## src/rtl/hangman_pkg.sv

```systemverilog
// hangman_pkg: shared definitions for the Hangman game sequencer.
//   WORD_MAX     - number of character slots (ties to the ten display inputs)
//   ALPHABET     - width of the guessed-letter mask
//   CHAR_BLANK   - shown for slots beyond the loaded word
//   CHAR_HIDDEN  - shown for letters not yet guessed
//   letter_idx_t - 0..25 index of an upper-case letter
//   state_t      - sequencer states
package hangman_pkg;

  localparam int WORD_MAX = 10;
  localparam int ALPHABET = 26;

  localparam logic [7:0] CHAR_BLANK  = 8'h20;
  localparam logic [7:0] CHAR_HIDDEN = 8'h5F;

  typedef logic [4:0] letter_idx_t;

  typedef enum logic [2:0] {
    ST_IDLE,
    ST_PLAY,
    ST_SCAN,
    ST_RESOLVE,
    ST_WON,
    ST_LOST
  } state_t;

endpackage

```

## src/rtl/hangman_letter_norm.sv

```systemverilog
// hangman_letter_norm: combinational ASCII classifier / case folder.
//   ch        in  8  raw ASCII character
//   is_letter out 1  ch is in 'A'-'Z' or 'a'-'z'
//   upper     out 8  ch folded to upper case (non-letters pass through)
//   idx       out 5  0..25 letter index of upper (0 for non-letters)
module hangman_letter_norm
  import hangman_pkg::*;
(
  input  logic [7:0]  ch,
  output logic        is_letter,
  output logic [7:0]  upper,
  output letter_idx_t idx
);

  logic is_up;
  logic is_lo;

  assign is_up     = (ch >= 8'h41) && (ch <= 8'h5A);
  assign is_lo     = (ch >= 8'h61) && (ch <= 8'h7A);
  assign is_letter = is_up | is_lo;
  assign upper     = is_lo ? (ch - 8'h20) : ch;

  // 'A'..'Z' are 0x41..0x5A, so the low five bits run 1..26.
  assign idx = is_letter ? (upper[4:0] - 5'd1) : '0;

endmodule

```

## src/rtl/hangman_game_ctrl.sv

```systemverilog
// hangman_game_ctrl: Hangman game sequencer feeding the VGA interpreter.
//   clk, clr                 clock and synchronous active-high reset
//   load_valid/char/last     word loading (accepted in IDLE only)
//   load_ready               high in IDLE
//   guess_valid/char         guess handshake (accepted in PLAY only)
//   guess_ready              high in PLAY
//   new_game                 leave WON/LOST for IDLE
//   letter_one..letter_ten   display characters, slot 0..9
//   incorrect                miss count
//   win, lose                high while in WON / LOST
module hangman_game_ctrl
  import hangman_pkg::*;
#(
  parameter int MAX_MISSES = 6
)
(
  input  logic       clk,
  input  logic       clr,
  input  logic       load_valid,
  input  logic [7:0] load_char,
  input  logic       load_last,
  output logic       load_ready,
  input  logic       guess_valid,
  input  logic [7:0] guess_char,
  output logic       guess_ready,
  input  logic       new_game,
  output logic [7:0] letter_one,
  output logic [7:0] letter_two,
  output logic [7:0] letter_three,
  output logic [7:0] letter_four,
  output logic [7:0] letter_five,
  output logic [7:0] letter_six,
  output logic [7:0] letter_seven,
  output logic [7:0] letter_eight,
  output logic [7:0] letter_nine,
  output logic [7:0] letter_ten,
  output logic [3:0] incorrect,
  output logic       win,
  output logic       lose
);

  localparam logic [3:0] MISS_LIMIT = 4'(MAX_MISSES);
  localparam logic [3:0] SLOTS      = 4'(WORD_MAX);
  localparam logic [3:0] LAST_SLOT  = 4'(WORD_MAX - 1);

  state_t                state_reg;
  logic [7:0]            word_reg [WORD_MAX];
  logic [WORD_MAX-1:0]   reveal_reg;
  logic [ALPHABET-1:0]   guessed_reg;
  logic [3:0]            len_reg;
  logic [3:0]            idx_reg;
  logic [3:0]            incorrect_reg;
  logic                  hit_reg;
  logic [7:0]            guess_up_reg;

  // Load path: only the fold and the letter/non-letter class are needed.
  logic        load_is_letter;
  logic [7:0]  load_upper;
  letter_idx_t load_idx_unused;

  logic        guess_is_letter;
  logic [7:0]  guess_upper;
  letter_idx_t guess_idx;

  hangman_letter_norm u_load_norm (
    .ch        (load_char),
    .is_letter (load_is_letter),
    .upper     (load_upper),
    .idx       (load_idx_unused)
  );

  hangman_letter_norm u_guess_norm (
    .ch        (guess_char),
    .is_letter (guess_is_letter),
    .upper     (guess_upper),
    .idx       (guess_idx)
  );

  logic [WORD_MAX-1:0] in_word;
  logic [7:0]          disp [WORD_MAX];
  logic                all_revealed;
  logic [3:0]          miss_next;

  for (genvar gi = 0; gi < WORD_MAX; gi++) begin : g_slot
    assign in_word[gi] = 4'(gi) < len_reg;
    assign disp[gi]    = !in_word[gi]    ? CHAR_BLANK  :
                         reveal_reg[gi]  ? word_reg[gi] : CHAR_HIDDEN;
  end

  // Slots beyond the word count as revealed so an unused tail never blocks a win.
  assign all_revealed = &(reveal_reg | ~in_word);

  assign miss_next = hit_reg ? incorrect_reg :
                     (incorrect_reg < MISS_LIMIT) ? incorrect_reg + 4'd1 : incorrect_reg;

  always_ff @(posedge clk) begin
    if (clr) begin
      state_reg     <= ST_IDLE;
      len_reg       <= '0;
      idx_reg       <= '0;
      reveal_reg    <= '0;
      guessed_reg   <= '0;
      incorrect_reg <= '0;
      hit_reg       <= 1'b0;
      guess_up_reg  <= '0;
      for (int i = 0; i < WORD_MAX; i++) word_reg[i] <= '0;
    end else begin
      case (state_reg)
        ST_IDLE: begin
          if (load_valid) begin
            if (len_reg < SLOTS) begin
              word_reg[len_reg]   <= load_upper;
              reveal_reg[len_reg] <= !load_is_letter;
              len_reg             <= len_reg + 4'd1;
            end
            if (load_last) state_reg <= ST_PLAY;
          end
        end
        ST_PLAY: begin
          // Non-letters and repeats are consumed here without leaving PLAY.
          if (guess_valid && guess_is_letter && !guessed_reg[guess_idx]) begin
            guessed_reg[guess_idx] <= 1'b1;
            guess_up_reg           <= guess_upper;
            hit_reg                <= 1'b0;
            idx_reg                <= '0;
            state_reg              <= ST_SCAN;
          end
        end
        ST_SCAN: begin
          if ((idx_reg < len_reg) && (word_reg[idx_reg] == guess_up_reg)) begin
            reveal_reg[idx_reg] <= 1'b1;
            hit_reg             <= 1'b1;
          end
          // Always walk every slot so a guess has a fixed cost.
          if (idx_reg == LAST_SLOT) state_reg <= ST_RESOLVE;
          else                      idx_reg   <= idx_reg + 4'd1;
        end
        ST_RESOLVE: begin
          incorrect_reg <= miss_next;
          if (all_revealed)                 state_reg <= ST_WON;
          else if (miss_next == MISS_LIMIT) state_reg <= ST_LOST;
          else                              state_reg <= ST_PLAY;
        end
        ST_WON, ST_LOST: begin
          if (new_game) begin
            state_reg     <= ST_IDLE;
            len_reg       <= '0;
            reveal_reg    <= '0;
            guessed_reg   <= '0;
            incorrect_reg <= '0;
            for (int i = 0; i < WORD_MAX; i++) word_reg[i] <= '0;
          end
        end
        default: state_reg <= ST_IDLE;
      endcase
    end
  end

  assign load_ready  = (state_reg == ST_IDLE);
  assign guess_ready = (state_reg == ST_PLAY);
  assign win         = (state_reg == ST_WON);
  assign lose        = (state_reg == ST_LOST);
  assign incorrect   = incorrect_reg;

  assign letter_one   = disp[0];
  assign letter_two   = disp[1];
  assign letter_three = disp[2];
  assign letter_four  = disp[3];
  assign letter_five  = disp[4];
  assign letter_six   = disp[5];
  assign letter_seven = disp[6];
  assign letter_eight = disp[7];
  assign letter_nine  = disp[8];
  assign letter_ten   = disp[9];

endmodule
```

## config.mk

```make
export PLATFORM = sky130hd
export DESIGN_NAME = hangman_game_ctrl
export DESIGN_NICKNAME = d
export VERILOG_FILES = /design/src/rtl/hangman_pkg.sv /design/src/rtl/hangman_letter_norm.sv /design/src/rtl/hangman_game_ctrl.sv
export SDC_FILE = /design/constraint.sdc
export NUM_CORES = 1
export LEC_CHECK = 0
export CAP_MARGIN = 20
export CORE_UTILIZATION = 34
export CTS_CLUSTER_SIZE = 20
export DETAILED_ROUTE_END_ITERATION = 6
export PLACE_DENSITY_LB_ADDON = 0.2
export RECOVER_POWER = 25
export SYNTH_ARGS = -nofsm -noshare
export SYNTH_HDL_FRONTEND = slang
export SYNTH_SLANG_ARGS = --single-unit
```

## constraint.sdc

```tcl
create_clock -name clk -period 7.2 [get_ports clk]
set_input_delay 1.08 -clock clk [delete_from_list [all_inputs] [get_ports clk]]
set_output_delay 1.08 -clock clk [all_outputs]
set_load 0.005 [all_outputs]
```

Word-level counts from Yosys, hierarchy flattened
Memories as Yosys holds them, arrays and structs flattened. A register that Yosys moved wholly into a read port is not among the register bits. Index checks and enable logic that the tools add are counted. W data, S select, Z words.

Logic and storage cells: 190. RAM bits: 80. Memories kept: 1. Bits in registers: 60. Output and inout bits: 88. Input port bits: 22.

Add/subtract/negate cells: 6. Bitwise gates (word level): 16. Multiplexer cells: 87. Reduce and logical (&&, ||, !) cells: 29. Equality and inequality tests: 16. Magnitude comparators: 27.

Memories: word_reg (words 10, bits a word 8, rd ports 11, clocked after Yosys merged registers in 1, write ports 10, line hangman_game_ctrl.sv:47) `logic [7:0] word_reg [WORD_MAX];`.

Operators by type and width (number): $mux W8 (33); $mux W26 (2); $pmux W26 S2 (1); $mux W10 (4); $mux W4 (10); $ge A8 B7 Y1 const B (4); $le A8 B7 Y1 const B (4); $pmux W10 S3 (1); $or A26 B26 Y26 (1); $pmux W4 S2 (3); $mux W3 (7); $or A10 B10 Y10 (2); $mux W1 (18); $lt A3 B4 Y1 const A (4); $sub A8 B6 Y8 const B (2); $pmux W3 S5 (1); $add A4 B1 Y4 const B (3); $ne A2 B2 Y1 const B (6); $or A1 B1 Y1 (12); $bwmux W10 (1); $logic_and A1 B1 Y1 (10); $lt A4 B5 Y1 const B (2); $not A10 Y10 (1); $reduce_and A10 Y1 (1); other kinds (32) (48).

Depth between registers and ports, before layout
Gate-level depths: netlist (run 1).

Word-level depth: 13. Gate-level depth with buffers: 13. Mapped depth without buffers: 9.

Hierarchy
Synthesis (run 1) repeated with hierarchy kept, for this count alone.

Cell total of the unflattened synthesis: 1000. Area, all modules: 10521.3 um2.

Modules (own cells, without submodules): hangman_game_ctrl (cells an instance 918, instances 1, area an instance 9858.2 um2); hangman_letter_norm (cells an instance 41, instances 2, area an instance 331.6 um2).

Least setup slack after synthesis (run 1)
No wires, ideal clock.

Path type: in2reg. Start point: input port guess_char[0]. End point: register guessed_reg[17]. Arrival time: 3.749 ns. Path buffers: 5. Path slack: 3.364 ns. Stages on the path: 12. Setup time: 0.087 ns. Cells stage by stage: buf_6 -> clkbuf_1 -> inv_1 -> ha_1 -> clkbuf_1 -> clkbuf_1 -> mux4_2 -> a31oi_2 -> nand4_2 -> or2_1 -> buf_2 -> o31ai_1.

Cells in the longest elaborated chain, start to end: 12.

Ends and longest elaborated chain: start: declaration (line hangman_game_ctrl.sv:24) `input logic [7:0] guess_char,`; $ge A8 B7 Y1 or $le A8 B7 Y1 (tied branches) (line hangman_letter_norm.sv:19) `assign is_lo = (ch >= 8'h61) && (ch <= 8'h7A);`; $logic_and A1 B1 Y1 (line hangman_letter_norm.sv:19); $mux W8 (line hangman_letter_norm.sv:21) `assign upper = is_lo ? (ch - 8'h20) : ch;`; $sub A5 B1 Y5 (line hangman_letter_norm.sv:24) `assign idx = is_letter ? (upper[4:0] - 5'd1) : '0;`; $mux W5 (line hangman_letter_norm.sv:24); $lt A5 B6 Y1 (implied by the code) or $ge A5 B1 Y1 (tied branches) (line hangman_game_ctrl.sv:122) `guessed_reg[guess_idx] <= 1'b1;`; $logic_and A1 B1 Y1 (implied by the code) (line hangman_game_ctrl.sv:122); $mux W1 (implied by the code) (line hangman_game_ctrl.sv:122); $demux W1 S5 (line hangman_game_ctrl.sv:122); $or A26 B26 Y26 (no line); $mux W26 (line hangman_game_ctrl.sv:121) `if (guess_valid && guess_is_letter && !guessed_reg[guess_idx]) begin`; $pmux W26 S2 (line hangman_game_ctrl.sv:108) `case (state_reg)`; end signal: assignment (line hangman_game_ctrl.sv:102) `guessed_reg <= '0;`; end signal: indexed assignment (line hangman_game_ctrl.sv:122); end signal: assignment (line hangman_game_ctrl.sv:149) `guessed_reg <= '0;`; end: declaration (line hangman_game_ctrl.sv:49) `logic [ALPHABET-1:0] guessed_reg;`.

Parallel ways exist; a longest one is shown, timed or not. The select of a mux whose other input is x is not followed. A chain may end at the register's enable or synchronous reset.

==> flow_metrics.tcl, run 1 <==
set metrics [dict create \
    status "finished, violations left" \
    violations "max-capacitance violations, max-slew violations" \
    critical_path_class "input pin to flop" \
    async_flop_share_pct 0 \
    nets 1176 \
    postRouteAntennaNets 0 \
    synth_top_cell_area_share_pct 36.8 \
    netlist_instances 1028 \
    wirelength_mm 32.3 \
    route.detailed.drc 0 \
    synth_area_per_cell_um2 10.2 \
    area_growth_pct 19.7 \
    die_area_mm2 0.0314 \
    cts_root_buf "clkbuf_16" \
    hold_path_end "guessed_reg[20]" \
    first_iter_violations 779 \
    cts_setup_buffers 0 \
    ys_ff_latch 192 \
    arrival_ns 4.88 \
    max_stage_delay_ns 1.23 \
    yosys_most_used_dff "edfxtp_1" \
    cts_resized 0 \
    min_period_ns 4.90 \
    ys_types 69 \
    grt_pass1_wl_mm 48.3 \
    routabilityCongestion 0.880 \
    timing.fmax_mhz 204 \
    cts_buffers 17 \
    cts_hold_buf 0 \
    relSlewSlack_pct -29.0 \
    ioPinCount 110 \
    setup.worst_path.end_class "flop" \
    port_buffers 109 \
    path_clk_slew_ns 0.07 \
    fillers 2912 \
    synth_edf_count 128 \
    multiInputGateArea_mm2 0.00478 \
    cts_tree "done" \
    grt_pass1_vias 7897 \
    r2r_slack_ns 3.01 \
    worst-slew-pin-transition_ns 1.93 \
    cts_max_path_buffers 2 \
    dpl-instance-area_mm2 0.0119 \
    rows 63 \
    netlist_top_cells_count "128 x edfxtp_1, 112 x a21oi_1, 93 x nand2_1, 86 x nor2_1, 84 x inv_1" \
    finalCritPeriodShare_pct 68.0 \
    max_cap_viol_count 2 \
    ys_seq_area_share_pct 49.0 \
    reg2regPathDepth 9 \
    cp_max_fo 33 \
    slowest_stage "clkbuf_1" \
    htree_levels 4 \
    hp-start "guessed_reg[20]" \
    finalHoldViolCount 0 \
    grt_max_degree 34 \
    post-synth-top-count-cell "edfxtp_1" \
    rsz0062_at_grt "false" \
    vdd.ir_drop.worst_v 0.000141 \
    setup_viol 0 \
    vias 8234 \
    power_leakage_nw 4.57 \
    syn-cell-area_mm2 0.0105 \
    path_common_cell "clkbuf_1" \
    largest_reg_flops 128 \
    crit_required_ns 7.19 \
    grt_antenna_before_repair 2 \
    yosys-top-cells-area "edfxtp_1 37%, dfxtp_1 12%, mux4_2 5.4%" \
    power_density_mw_per_mm2 199 \
    grt_use_total_pct 20.9 \
    chipWidth_um 177 \
    start_util_pct 34.9 \
    utilization_pct 41.8 \
    cts.sinks 192 \
    hp-class "flop to flop" \
    wire_per_inst_um 21.0 \
    final_area_mm2 0.0125 \
    synth-warning-count 0 \
    finalSetupTns_ns 0 \
    finClkSkew_ns 0.0114 \
    drv_slew 68 \
    fin_total_pwr_mw 2.48 \
    layout-drive-gt1-share_pct 8.10 \
    core_area_mm2 0.0300 \
    crit_path_start_kind "input pin" \
    insertion_delay_ns 0.44 \
    diodes 0 \
    cp_cell_sequence "dlygate4sd3_1, clkbuf_1, nor2_2, clkbuf_1, nand2_1" \
    grt-ovfl-total 0 \
    dp_hpwl_mm 23.5 \
    seqCellArea_mm2 0.00513 \
    hold-worst-slack_ns 0.448 \
    viasPerCell 5.35 \
    die_h_um 177 \
    synth_top_cell_by_area "edfxtp_1" \
    dr.pass1.iters 6 \
    min_path_cells 2 \
]
==> routing by layer <==
layer / vias to the layer above / track usage (%) / part of all wire, %
met5: - / 0 / 0
met4: 0 / 7.09 / 2.4
met3: 45 / 3.41 / 7.2
met2: 309 / 33.1 / 46
met1: 4014 / 29.0 / 44
li1: 3866 / - / -
==> stage by stage <==
step | setup slack, ns | instances
finish | 2.30 | 1538
global route | 2.01 | 1538
CTS | 2.20 | 1535
detailed placement | 1.74 | 1503
global placement | 1.92 | 1503
floorplan | 3.36 | 1059
==> cell type report <==
class | count | area share [%]
clock buffers | 20 | 3.57
clock inverters | 12 | 1.17
inverters | 85 | 2.55
multi-input cells | 712 | 38.2
flip-flops and latches | 192 | 41.0
well taps | 390 | 3.90
repair buffers | 127 | 9.61
==> cell usage in the layout, fill, tap and decap left out, types with 7 or more instances in the layout <==
cell / instances
o31ai_1: 11
edfxtp_1: 128
nand2_1: 93
xnor2_1: 9
mux2i_1: 43
o21a_1: 9
a32o_1: 9
nand4_1: 12
dfxtp_1: 63
nand2b_1: 9
clkdlybuf4s50_1: 98
nor2_1: 85
a21oi_1: 112
clkbuf_16: 17
o21ai_0: 31
and2_0: 22
clkbuf_1: 7
dlygate4sd3_1: 11
a21o_1: 9
xor2_1: 8
a221oi_2: 10
conb_1: 32
and2_1: 34
ha_1: 19
nor3_1: 16
and3_1: 11
inv_1: 84
buf_4: 11
mux4_2: 25
nand3_1: 18
nor2b_1: 9
==> where the power goes <==
part / leakage (nW) / total, mW / switching [mW] / internal, mW
Sequential: 1.80 / 1.25 / 0.0320 / 1.22
Clock: 0.282 / 0.971 / 0.440 / 0.530
Combinational: 2.49 / 0.265 / 0.165 / 0.100
Total: 4.57 / 2.48 / 0.637 / 1.85
==> critical path: cells and delay by family <==
kind,cells,cell delay (ns)
buffers and inverters,3,2.48
AND/OR/NAND/NOR,2,1.29
==> kinds of logic after synthesis <==
| logic type | count (synthesis) | synth area share (%) |
|---|---|---|
| simple gates | 334 | 15.9 |
| compound gates | 235 | 14.5 |
| flops | 192 | 49.0 |
| buf+inv | 155 | 6.38 |
| mux | 74 | 10.3 |
| fa+ha+maj | 19 | 2.27 |
| xor+xnor | 18 | 1.58 |
| other cells | 1 | 0.0359 |
==> worst max path at each step <==
stage	end	from	slack (ns)
floorplan	guessed_reg[17]	guess_char[0]	3.36
global placement	guessed_reg[11]	guess_char[0]	1.92
detailed placement	guessed_reg[9]	guess_char[0]	1.74
CTS	guessed_reg[9]	guess_char[0]	2.20
global route	word_reg[7][7]	clr	2.01
finish	word_reg[8][3]	clr	2.30
No activity file was read; power rests on OpenSTA's default activity.
==> run 2, diff against run 1 <==
==> constraint.sdc (replaced) <==
create_clock -name clk -period 4.1 [get_ports clk]
set_input_delay 0.615 -clock clk [delete_from_list [all_inputs] [get_ports clk]]
set_output_delay 0.615 -clock clk [all_outputs]
set_load 0.005 [all_outputs]
==> flow_metrics.tcl, run 2 (synthesized netlist as in run 1, its figures left out) <==
set metrics [dict create \
    p_comb_share_pct 10.9 \
    path_common_cell "inv_1" \
    relSlewSlack_pct 22.5 \
    worst-slew-pin-transition_ns 1.16 \
    slowest_stage "o21ai_1" \
    grt_pass1_wl_mm 49.2 \
    setup_viol 0 \
    cp_max_fo 9 \
    insertion_delay_ns 0.44 \
    rsz0062_at_grt "false" \
    first_iter_violations 803 \
    fillers 2930 \
    chipWidth_um 177 \
    mostFrequentLayoutCells "128 x edfxtp_1, 112 x a21oi_1, 97 x clkdlybuf4s50_1" \
    wirelength_mm 32.6 \
    p_sw_share_pct 25.2 \
    hp-class "flop to flop" \
    rows 63 \
    htree_levels 4 \
    cts.sinks 192 \
    seqCellArea_mm2 0.00513 \
    power_leakage_nw 4.64 \
    max_cap_viol_count 0 \
    area_growth_pct 20.7 \
    final_cell_count_no_fill 1553 \
    ioPinCount 110 \
    cts_max_path_buffers 2 \
    finalWorstSetupSlack_ns 0.669 \
    power_frac_seq_pct 50.8 \
    arrival_ns 2.82 \
    wire_per_inst_um 21.0 \
    postRouteAntennaNets 0 \
    p_sw_mw 1.09 \
    place_worst_setup_slack_ns 0.530 \
    crit_required_ns 3.48 \
    finClkSkew_ns 0.00940 \
    largest_reg_flops 128 \
    dp_hpwl_mm 24.4 \
    min_period_ns 3.43 \
    route.detailed.drc 0 \
    cts_buffers 17 \
    critical_path_class "flop to output pin" \
    cp_cell_sequence "inv_1, ha_1, inv_1, o21ai_1, a21o_1, clkdlybuf4s50_1" \
    cts_hold_buf 0 \
    max_stage_delay_ns 0.66 \
    p_int_mw 3.23 \
    grt-ovfl-total 0 \
    cts_resized 0 \
    timing.fmax_mhz 291 \
    multiInputGateArea_mm2 0.00478 \
    path_clk_slew_ns 0.07 \
    viasPerCell 5.27 \
    diodes 0 \
    final_common_cell "edfxtp_1" \
    core_area_mm2 0.0300 \
    grt_use_total_pct 21.3 \
    finalHoldViolCount 0 \
    finalCritPeriodShare_pct 83.7 \
    crit_path_start_kind "flop" \
    clockPowerShare_pct 38.3 \
    cts_setup_buffers 0 \
    port_buffers 109 \
    hp-start "guessed_reg[18]" \
    finalSetupTns_ns 0 \
    die_h_um 177 \
    power_density_mw_per_mm2 343 \
    grt_antenna_before_repair 0 \
    vdd.ir_drop.worst_v 0.000244 \
    layout-drive-gt1-share_pct 8.77 \
    grt_max_degree 31 \
    cts_tree "done" \
    setup.worst_path.end_class "output pin" \
    reg2regPathDepth 8 \
    cts_root_buf "clkbuf_16" \
    hold_path_end "guessed_reg[18]" \
    dr.pass1.iters 7 \
    utilization_pct 42.1 \
    vias 8187 \
    status "complete, no violations" \
    min_path_cells 2 \
    die_area_mm2 0.0314 \
    start_util_pct 34.9 \
    critPathTopFamily "compound AO/OA/AOI/OAI gates" \
    grt_pass1_vias 7894 \
    routabilityCongestion 0.884 \
    dpl.cell_count 1521 \
    r2r_slack_ns 0.69 \
    nets 1191 \
    crit_buf_inv 3 \
    drv_slew 0 \
]
run 2: cell types whose count changed in the layout (fill, tap and decap cells not counted), sizes merged:
cell | previous run | this run
inv | 90 | 87
bufinv | 2 | 1
clkinvlp | 3 | 0
dlygate4sd3 | 11 | 12
buf | 13 | 26
clkinv | 2 | 5
clkdlybuf4s50 | 98 | 97
clkbuf | 25 | 31
run 2: through the flow:
step	total power, mW	area, um2	hold slack, ns
2_1_floorplan	2.48	10600	0.420
3_3_place_gp	2.71	12100	0.435
3_5_place_dp	2.71	12100	0.444
4_1_cts	4.35	12600	0.459
5_1_grt	4.47	12600	0.472
6_report	4.32	12600	0.452
run 2: worst max-delay path by stage:
stage             startpoint              end  slack, ns  cells after the start
6_report          len_reg[1]   letter_nine[5]       0.67                      6
3_5_place_dp   guess_char[1]   guessed_reg[7]       0.53                     11
5_1_grt           len_reg[1]   letter_nine[5]       0.46                      6
4_1_cts           len_reg[1]   letter_nine[5]       0.66                      6
2_1_floorplan  guess_char[0]  guessed_reg[17]       0.73                     12
3_3_place_gp   guess_char[1]   guessed_reg[7]       0.59                     11
run 2: per-layer routing:
layer / track usage, % / part of all wire (%)
met1: 30.5 / 47
met5: 0 / 0
met3: 2.87 / 5.9
met4: 5.98 / 1.8
met2: 33.4 / 46
run 2: tightest hold or removal path: stages, from the launching register on:
cell and delay, ns:
dfxtp_1 0.33, nand2_1 0.05, o31ai_1 0.05
run 2: power groups by stage:
stage | sequential, mW | clock, mW | combinational (mW)
final | 2.20 | 1.66 | 0.473
after global routing | 2.20 | 1.75 | 0.512
after CTS | 2.19 | 1.68 | 0.475
after detailed placement | 2.24 | 0 | 0.474
after global placement | 2.24 | 0 | 0.469
after floorplan | 2.20 | 0 | 0.283
run 2: layout make-up:
class                   instances  area share, %
flip-flops and latches        192           40.7
multi-input cells             712           37.9
repair buffers                142           10.5
clock buffers                  24           3.91
well taps                     390           3.87
inverters                      85           2.53
clock inverters                 8          0.655
==> run 3, diff against run 2 <==
==> constraint.sdc (replaced) <==
create_clock -name clk -period 3.2 [get_ports clk]
set_input_delay 0.48 -clock clk [delete_from_list [all_inputs] [get_ports clk]]
set_output_delay 0.48 -clock clk [all_outputs]
set_load 0.005 [all_outputs]
==> flow_metrics.tcl, run 3 (synthesized netlist as in run 1, its figures left out) <==
set metrics [dict create \
    p_int_mw 4.06 \
    cts_tree "done" \
    fin_total_pwr_mw 5.56 \
    vias 8428 \
    finClkSkew_ns 0.0157 \
    finalSetupTns_ns 0 \
    timing.fmax_mhz 327 \
    mostFrequentLayoutCells "128 x edfxtp_1, 111 x a21oi_1, 100 x clkdlybuf4s50_1" \
    finalCritPeriodShare_pct 95.7 \
    start_util_pct 34.9 \
    max_cap_viol_count 0 \
    p_comb_share_pct 11.4 \
    area_growth_pct 23.2 \
    insertion_delay_ns 0.45 \
    viasPerCell 5.31 \
    relSlewSlack_pct 18.0 \
    cts_root_buf "clkbuf_16" \
    layout-drive-gt1-share_pct 11.9 \
    largest_reg_flops 128 \
    cp_max_fo 12 \
    rsz0062_at_grt "false" \
    routabilityCongestion 0.886 \
    p_sw_mw 1.50 \
    grt_pass1_vias 8071 \
    finalWorstSetupSlack_ns 0.138 \
    setup.worst_path.end_class "output pin" \
    cts_buffers 17 \
    chipWidth_um 177 \
    first_iter_violations 810 \
    finalHoldViolCount 0 \
    nets 1224 \
    diodes 0 \
    hp-class "flop to flop" \
    status "complete, no violations" \
    drv_slew 0 \
    arrival_ns 2.58 \
    htree_levels 4 \
    utilization_pct 43.0 \
    dr.pass1.iters 5 \
    cts_setup_buffers 0 \
    grt_antenna_before_repair 1 \
    clockPowerShare_pct 38.0 \
    power_frac_seq_pct 50.5 \
    wire_per_inst_um 21.0 \
    die_area_mm2 0.0314 \
    vdd.ir_drop.worst_v 0.000331 \
    wirelength_mm 33.3 \
    core_area_mm2 0.0300 \
    die_h_um 177 \
    dp_hpwl_mm 25.0 \
    port_buffers 109 \
    crit_path_start_kind "flop" \
    cts.sinks 192 \
    grt_max_degree 29 \
    power_density_mw_per_mm2 432 \
    cts_hold_buf 0 \
    place_worst_setup_slack_ns -0.0133 \
    fillers 2941 \
    cts_resized 0 \
    power_leakage_nw 4.82 \
    grt_use_total_pct 21.7 \
    route.detailed.drc 0 \
    critical_path_class "flop to output pin" \
    grt-ovfl-total 0 \
    rows 63 \
    final_common_cell "edfxtp_1" \
    worst-slew-pin-transition_ns 1.23 \
    min_period_ns 3.06 \
    path_clk_slew_ns 0.08 \
    ioPinCount 110 \
    postRouteAntennaNets 0 \
    p_sw_share_pct 27.0 \
    r2r_slack_ns 0.25 \
    setup_viol 0 \
    grt_pass1_wl_mm 50.0 \
    cts_max_path_buffers 2 \
    crit_required_ns 2.72 \
]
run 3: cell count changes in the layout (fill, tap and decap cells not counted), sizes merged:
cell and change:
clkinv +2, clkdlybuf4s50 +3, clkinvlp +1, dlygate4sd3 -3, bufinv -1, buf +31
clkbuf -3, inv +3
run 3: routing by layer:
layer	routed length [um]	vias to the layer above	GRT usage [%]
li1	-	3962	-
met5	0	-	0
met3	2050	58	2.78
met4	939	0	8.26
met2	15000	320	33.6
met1	15300	4088	30.8
run 3: through the flow:
stage	instances	area [um2]	hold slack [ns]
2_1_floorplan	1059	10600	0.420
3_3_place_gp	1554	12300	0.442
3_5_place_dp	1554	12300	0.442
4_1_cts	1586	12900	0.458
5_1_grt	1586	12900	0.474
6_report	1586	12900	0.454
run 3: area by class of cell:
type | instances | area, um2 | share of cell area (%)
flip-flops and latches | 192 | 5130 | 39.8
multi-input cells | 712 | 4780 | 37.1
repair buffers | 175 | 1590 | 12.4
well taps | 390 | 488 | 3.79
clock buffers | 19 | 453 | 3.52
inverters | 85 | 319 | 2.48
clock inverters | 13 | 120 | 0.932
run 3: critical path, stage by stage (launching register included):
cell,delay (ns)
dfxtp_1,0.39
inv_1,0.11
ha_1,0.35
inv_1,0.14
nor3_1,0.35
buf_4,0.26
a21oi_1,0.06
clkdlybuf4s50_1,0.47
run 3: worst paths after layout:
path | startpoint | to | depth (start not counted)
worst max-delay path | len_reg[0] | letter_one[3] | 7
worst min register to register | guessed_reg[25] | guessed_reg[25] | 2
worst max register to register | flop | flop | 9
worst min-delay path | guessed_reg[25] | guessed_reg[25] | 2
run 3: power groups by stage:
stage	Sequential [mW]	Clock [mW]	Combinational (mW)
floorplan	2.82	0	0.363
global placement	2.86	0	0.634
detailed placement	2.86	0	0.636
CTS	2.81	2.14	0.638
global route	2.82	2.23	0.689
finish	2.81	2.12	0.636
